**src/rtl/scs8hd_dlxtn_pkg.sv**
```systemverilog
// Shared types and helpers for the synchronous negative-gated latch bank.
// Holds the channel FSM states, the violation flag layout and a saturating adder.
package scs8hd_dlxtn_pkg;

  typedef enum logic [1:0] {
    CLOSED   = 2'd0,
    OPEN     = 2'd1,
    HOLD_CHK = 2'd2
  } state_e;

  localparam int V_WIDTH = 0;
  localparam int V_SETUP = 1;
  localparam int V_HOLD  = 2;
  localparam int V_NUM   = 3;

  function automatic logic [31:0] sat_add(input logic [31:0] cnt,
                                          input logic [31:0] inc,
                                          input logic [31:0] max);
    logic [32:0] sum;
    sum = {1'b0, cnt} + {1'b0, inc};
    return (sum > {1'b0, max}) ? max : sum[31:0];
  endfunction

endpackage

```
**src/rtl/scs8hd_dlxtn_chan.sv**
```systemverilog
// One negative-gated latch channel: transparent output path, capture register
// and the width/setup/hold timing checks evaluated against CLK.
module scs8hd_dlxtn_chan
  import scs8hd_dlxtn_pkg::*;
#(
  parameter int WIDTH     = 8,
  parameter int MIN_WIDTH = 2,
  parameter int SETUP_CYC = 1,
  parameter int HOLD_CYC  = 1,
  parameter int CORRUPT   = 1
) (
  input  logic             clk,
  input  logic             rst,
  input  logic [WIDTH-1:0] d_i,
  input  logic             gaten_i,
  input  logic             chk_en_i,
  output logic [WIDTH-1:0] q_o,
  output logic [V_NUM-1:0] viol_o
);

  localparam int WCW = (MIN_WIDTH < 1) ? 1 : $clog2(MIN_WIDTH + 1);
  localparam int SCW = (SETUP_CYC < 1) ? 1 : $clog2(SETUP_CYC + 1);
  localparam int HCW = (HOLD_CYC < 1) ? 1 : $clog2(HOLD_CYC + 1);

  state_e           state_q, state_d;
  logic [WIDTH-1:0] q_q, q_d;
  logic [WCW-1:0]   width_q, width_d;
  logic [SCW-1:0]   stab_q, stab_d;
  logic [HCW-1:0]   hold_q, hold_d;

  assign q_o = gaten_i ? q_q : d_i;

  // NOTE: every variable gets a default first, so no path through the case leaves one unassigned (no latches).
  always_comb begin
    state_d = state_q;
    q_d     = q_q;
    width_d = width_q;
    stab_d  = stab_q;
    hold_d  = hold_q;
    viol_o  = '0;
    case (state_q)
      OPEN: begin
        if (!gaten_i) begin
          q_d     = d_i;
          width_d = WCW'(sat_add(32'(width_q), 32'd1, 32'(MIN_WIDTH)));
          stab_d  = (d_i == q_q) ? SCW'(sat_add(32'(stab_q), 32'd1, 32'(SETUP_CYC))) : '0;
        end else begin
          viol_o[V_WIDTH] = chk_en_i && (32'(width_q) < 32'(MIN_WIDTH));
          viol_o[V_SETUP] = chk_en_i && (SETUP_CYC > 0) && (32'(stab_q) < 32'(SETUP_CYC));
          hold_d  = '0;
          state_d = (HOLD_CYC > 0) ? HOLD_CHK : CLOSED;
        end
      end
      HOLD_CHK: begin
        if (!gaten_i) begin
          state_d = OPEN;
          q_d     = d_i;
          width_d = WCW'(1);
          stab_d  = '0;
        end else if (d_i != q_q) begin
          viol_o[V_HOLD] = chk_en_i;
          state_d        = CLOSED;
        end else begin
          hold_d = HCW'(32'(hold_q) + 32'd1);
          if (32'(hold_q) + 32'd1 >= 32'(HOLD_CYC)) state_d = CLOSED;
        end
      end
      default: begin
        if (!gaten_i) begin
          state_d = OPEN;
          q_d     = d_i;
          width_d = WCW'(1);
          stab_d  = '0;
        end
      end
    endcase
    // A zeroed capture would re-flag the same event at hold time, so skip that check.
    if ((CORRUPT != 0) && (|viol_o)) begin
      q_d = '0;
      if (state_q == OPEN) state_d = CLOSED;
    end
  end

  // NOTE: sequential state uses non-blocking assignments so all flops update together at the edge.
  always_ff @(posedge clk or posedge rst) begin
    if (rst) begin
      state_q <= CLOSED;
      q_q     <= '0;
      width_q <= '0;
      stab_q  <= '0;
      hold_q  <= '0;
    end else begin
      state_q <= state_d;
      q_q     <= q_d;
      width_q <= width_d;
      stab_q  <= stab_d;
      hold_q  <= hold_d;
    end
  end

endmodule

```
**src/rtl/scs8hd_dlxtn_bank.sv**
```systemverilog
// Bank of independent negative-gated latch channels with sticky per-channel
// timing-violation flags and a saturating violation-event counter.
module scs8hd_dlxtn_bank
  import scs8hd_dlxtn_pkg::*;
#(
  parameter int WIDTH     = 8,
  parameter int CHANNELS  = 4,
  parameter int MIN_WIDTH = 2,
  parameter int SETUP_CYC = 1,
  parameter int HOLD_CYC  = 1,
  parameter int CORRUPT   = 1,
  parameter int CNT_W     = 8
) (
  input  logic                      CLK,
  input  logic                      RESET,
  input  logic [CHANNELS*WIDTH-1:0] D,
  input  logic [CHANNELS-1:0]       GATEN,
  input  logic                      CHK_EN,
  input  logic                      VIOL_CLR,
  output logic [CHANNELS*WIDTH-1:0] Q,
  output logic [3*CHANNELS-1:0]     VIOL,
  output logic [CNT_W-1:0]          VIOL_CNT
);

  localparam logic [31:0] CNT_MAX = (CNT_W >= 32) ? 32'hFFFF_FFFF : ((32'd1 << CNT_W) - 32'd1);

  logic [V_NUM*CHANNELS-1:0] pulse;
  logic [V_NUM*CHANNELS-1:0] viol_q, viol_d;
  logic [CNT_W-1:0]          cnt_q, cnt_d;
  logic [31:0]               n_evt;

  for (genvar c = 0; c < CHANNELS; c++) begin : g_chan
    scs8hd_dlxtn_chan #(
      .WIDTH     (WIDTH),
      .MIN_WIDTH (MIN_WIDTH),
      .SETUP_CYC (SETUP_CYC),
      .HOLD_CYC  (HOLD_CYC),
      .CORRUPT   (CORRUPT)
    ) u_chan (
      .clk      (CLK),
      .rst      (RESET),
      .d_i      (D[c*WIDTH +: WIDTH]),
      .gaten_i  (GATEN[c]),
      .chk_en_i (CHK_EN),
      .q_o      (Q[c*WIDTH +: WIDTH]),
      .viol_o   (pulse[V_NUM*c +: V_NUM])
    );
  end

  // A channel flagging several check types in one cycle is a single event.
  always_comb begin
    n_evt = '0;
    for (int c = 0; c < CHANNELS; c++) begin
      n_evt = n_evt + 32'(|pulse[V_NUM*c +: V_NUM]);
    end
    viol_d = (VIOL_CLR ? '0 : viol_q) | pulse;
    cnt_d  = CNT_W'(sat_add(VIOL_CLR ? 32'd0 : 32'(cnt_q), n_evt, CNT_MAX));
  end

  always_ff @(posedge CLK or posedge RESET) begin
    if (RESET) begin
      viol_q <= '0;
      cnt_q  <= '0;
    end else begin
      viol_q <= viol_d;
      cnt_q  <= cnt_d;
    end
  end

  assign VIOL     = viol_q;
  assign VIOL_CNT = cnt_q;

endmodule
```
**config.mk**
```make
export PLATFORM = sky130hd
export DESIGN_NAME = scs8hd_dlxtn_bank
export DESIGN_NICKNAME = d
export VERILOG_FILES = /design/src/rtl/scs8hd_dlxtn_pkg.sv /design/src/rtl/scs8hd_dlxtn_chan.sv /design/src/rtl/scs8hd_dlxtn_bank.sv
export SDC_FILE = /design/constraint.sdc
export NUM_CORES = 1
export LEC_CHECK = 0
export BUFFER_PORTS_ARGS = -buffer_cell sky130_fd_sc_hd__buf_2
export CAP_MARGIN = 40
export CORE_AREA = 2 2 97 99
export DETAILED_ROUTE_END_ITERATION = 7
export DIE_AREA = 0 0 99 101
export GPL_TIMING_DRIVEN = 0
export PLACE_DENSITY_LB_ADDON = 0.08
export SYNTH_ARGS = -nofsm -noshare
export SYNTH_HDL_FRONTEND = slang
export SYNTH_SLANG_ARGS = --single-unit
```
**constraint.sdc**
```tcl
create_clock -name CLK -period 7.2 [get_ports CLK]
set_clock_uncertainty 0.2 [all_clocks]
set_input_delay 1.44 -clock CLK [delete_from_list [all_inputs] [get_ports CLK]]
set_output_delay 1.44 -clock CLK [all_outputs]
set_load 0.1 [all_outputs]
```
==> results.py <==
metrics = {
    "run_status": {
        "status": "completed",
    },
    "power_and_ir_drop": {
        "leakagePower_nw": 2.24,
        "powerDensity_nw_per_um2": 396,
        "ir_worst_vdd_mv": 0.193,
    },
    "global_routing": {
        "overflow": 0,
        "grt_max_degree": 64,
        "antenna_found_initial": 0,
        "grt.total_usage_pct": 17.1,
        "grt_first_pass_wirelength_um": 13800,
        "first_global_vias": 2935,
    },
    "setup_path": {
        "endpoint_kind": "flop",
        "cp.arrival_ns": 4.32,
        "cp.required_ns": 7.20,
        "worstPathMaxFanout": 10,
        "r2r_end": "VIOL_CNT[4]",
        "rr_worst_depth": 14,
        "startpoint_type": "input port",
        "critical_path_class": "in -> reg",
        "r2r-start": "g_chan[0].u_chan.state_q[1]",
        "rrSetupSlack_ns": 3.43,
    },
    "clock_tree": {
        "cts_tree": "built",
        "clkTransAtPathRegs_ns": 0.08,
        "clkLatencyLatePin_ns": 0.35,
        "cts_sinks": 72,
        "cts_root_buf": "clkbuf_8",
        "post_cts_buffers": 0,
        "post_cts_resized": 0,
        "ctsLongestPathBuffers": 2,
        "ctsHtreeMaxLevel": 3,
        "cts_hold_buf": 0,
        "cts_made_buffers": 9,
    },
    "floorplan": {
        "ios": 92,
        "dieWidth_um": 99,
        "rows": 35,
        "start_util_pct": 44.3,
        "die_y_um": 101,
        "dieArea_sq_um": 10000,
        "fp.coreArea_sq_um": 8980,
    },
    "layout": {
        "antenna_cells": 0,
        "mostFrequentLayoutCells": "buf_2 (92), dfrtp_1 (72), mux2_2 (36)",
        "syn_to_final_growth_pct": 19.6,
        "mostFrequentLayoutCell": "buf_2",
        "final_nets": 508,
        "drive_above_1_share_pct": 39.9,
        "fin_util_pct": 52.9,
    },
    "timing": {
        "fmax_mhz": 231,
        "final-hold-violation-count": 0,
        "finalCriticalPeriod_ns": 4.32,
        "fin_crit_sh_pct": 60.0,
        "fin_setup_tns_ns": 0,
        "slew_viol_final": 0,
        "worst_pin_slew_ns": 0.503,
        "finalSetupViolCount": 0,
        "maxSlewHeadroom_pct": 66.7,
        "rsz0062_at_grt": "false",
        "setup_ws_ns": 2.88,
    },
    "detailed_routing": {
        "drc": 0,
        "drt_iter0_markers": 78,
        "firstDrtPassIters": 4,
        "vias": 2885,
        "wl_per_cell_um": 14.0,
        "routed_wl_um": 8030,
        "vias_per_cell": 5.04,
        "ant_nets": 0,
    },
    "synth": {
        "synthesis.nets": 410,
        "ys_async_sr_fraction_pct": 100,
        "yosys_warnings": 0,
        "synth_top_flop_cell": "dfrtp_1",
        "synth_edf_count": 0,
        "synthDistinctLibCells": 37,
        "ys_seq_area_share_pct": 45.3,
        "synth.ff_latch_count": 72,
        "synth.avg_cell_area_sq_um": 11.1,
        "synthCells": 358,
        "netlist_area_sq_um": 3970,
    },
    "worst_hold_path": {
        "hold_path_class": "reg -> reg",
        "min_to": "VIOL[10]",
        "hold_depth": 1,
        "hp-start": "g_chan[3].u_chan.stab_q",
    },
    "run": {
        "max_cap_violations": 0,
    },
    "place": {
        "place_hpwl_um": 5790,
        "io_buffer_count": 86,
        "gp_congestion": 0.756,
        "place_ws_ns": 2.51,
    },
}
## stage by stage
| step | area (sq um) | power, mW | std cells | hold WS (ns) |
|---|---|---|---|---|
| after floorplan | 3970 | 1.42 | 358 | 0.248 |
| after global placement | 4540 | 1.56 | 555 | 0.269 |
| after detailed placement | 4570 | 1.59 | 556 | 0.274 |
| after CTS | 4750 | 1.90 | 572 | 0.283 |
| after global routing | 4750 | 2.01 | 572 | 0.309 |
| final | 4750 | 1.88 | 572 | 0.285 |
## worst max-delay path by stage
stage,startpoint,end,cells after the start
2_1_floorplan,GATEN[0],VIOL_CNT[4],13
3_3_place_gp,CHK_EN,VIOL_CNT[4],13
3_5_place_dp,CHK_EN,VIOL_CNT[4],13
4_1_cts,CHK_EN,VIOL_CNT[4],13
5_1_grt,CHK_EN,VIOL_CNT[4],13
6_report,CHK_EN,VIOL_CNT[4],13
## logic make-up after synthesis
logic type	share of synthesized area, %
AND/OR/NAND/NOR	14.9
flip-flops	45.3
AO/OA/AOI/OAI	9.54
buffers and inverters	5.48
multiplexers	12.2
XOR/XNOR	7.93
adder cells (fa/ha/maj)	4.60
## sequential cells by signal, indices dropped and copies added (netlist names)
signal / count
g_chan.u_chan.stab_q: 4
VIOL: 12
g_chan.u_chan.state_q: 8
VIOL_CNT: 8
g_chan.u_chan.width_q: 8
g_chan.u_chan.q_q: 32
## power breakdown
part / internal (mW) / leakage, nW / switching [mW]
Combinational: 0.307 / 1.23 / 0.667
Clock: 0.159 / 0.0941 / 0.149
Sequential: 0.518 / 0.909 / 0.0836
Total: 0.983 / 2.24 / 0.900
## cell usage after synthesis (2+ instances only)
library cell,instances,share of area [%]
dfrtp_1,72,45
a21o_1,4,0.76
o21ai_2,7,1.5
mux2_4,4,1.5
inv_1,29,2.7
and3_1,3,0.47
o22ai_1,12,1.9
o22a_1,4,0.88
nor2b_1,26,4.1
mux2i_1,2,0.50
ha_1,9,2.8
buf_4,4,0.76
fa_1,3,1.5
buf_6,4,1.1
mux2_2,36,10
o21ai_0,22,2.8
buf_2,6,0.76
nor2b_2,17,3.7
nand3_1,10,1.3
nand4_1,8,1.3
nor2_2,4,0.63
nor2_1,5,0.47
nand2_1,10,0.94
nand4b_1,4,0.88
nand2b_1,4,0.63
xnor2_1,35,7.7
a22o_1,4,0.88
## worst max-delay path, stage by stage
cell and delay (ns):
buf_2 0.22, nand3_1 0.15, a21o_1 0.19, o21ai_2 0.09
buf_6 0.17, inv_1 0.06, fa_1 0.51, inv_1 0.05
fa_1 0.42, fa_1 0.43, and3_1 0.21, nand4b_1 0.23
o21ai_0 0.14
## metal layers
layer	vias up	wire (um)	part of all wire (%)	track usage [%]
met1	1391	3600	45	22.3
li1	1421	-	-	-
met4	0	104	1.3	7.48
met5	-	0	0	0
met2	66	3930	49	27.4
met3	7	398	5.0	3.95
## layout make-up
class / count / area (sq um)
fill: 858 / 4220
multi-input combinational: 242 / 1950
sequential: 72 / 1800
timing repair buffer: 87 / 458
tap: 111 / 139
clock buffer: 12 / 135
inverter: 29 / 111
buffer: 15 / 109
clock inverter: 4 / 45.0
Note: power is estimated with default switching activity, not from simulation.
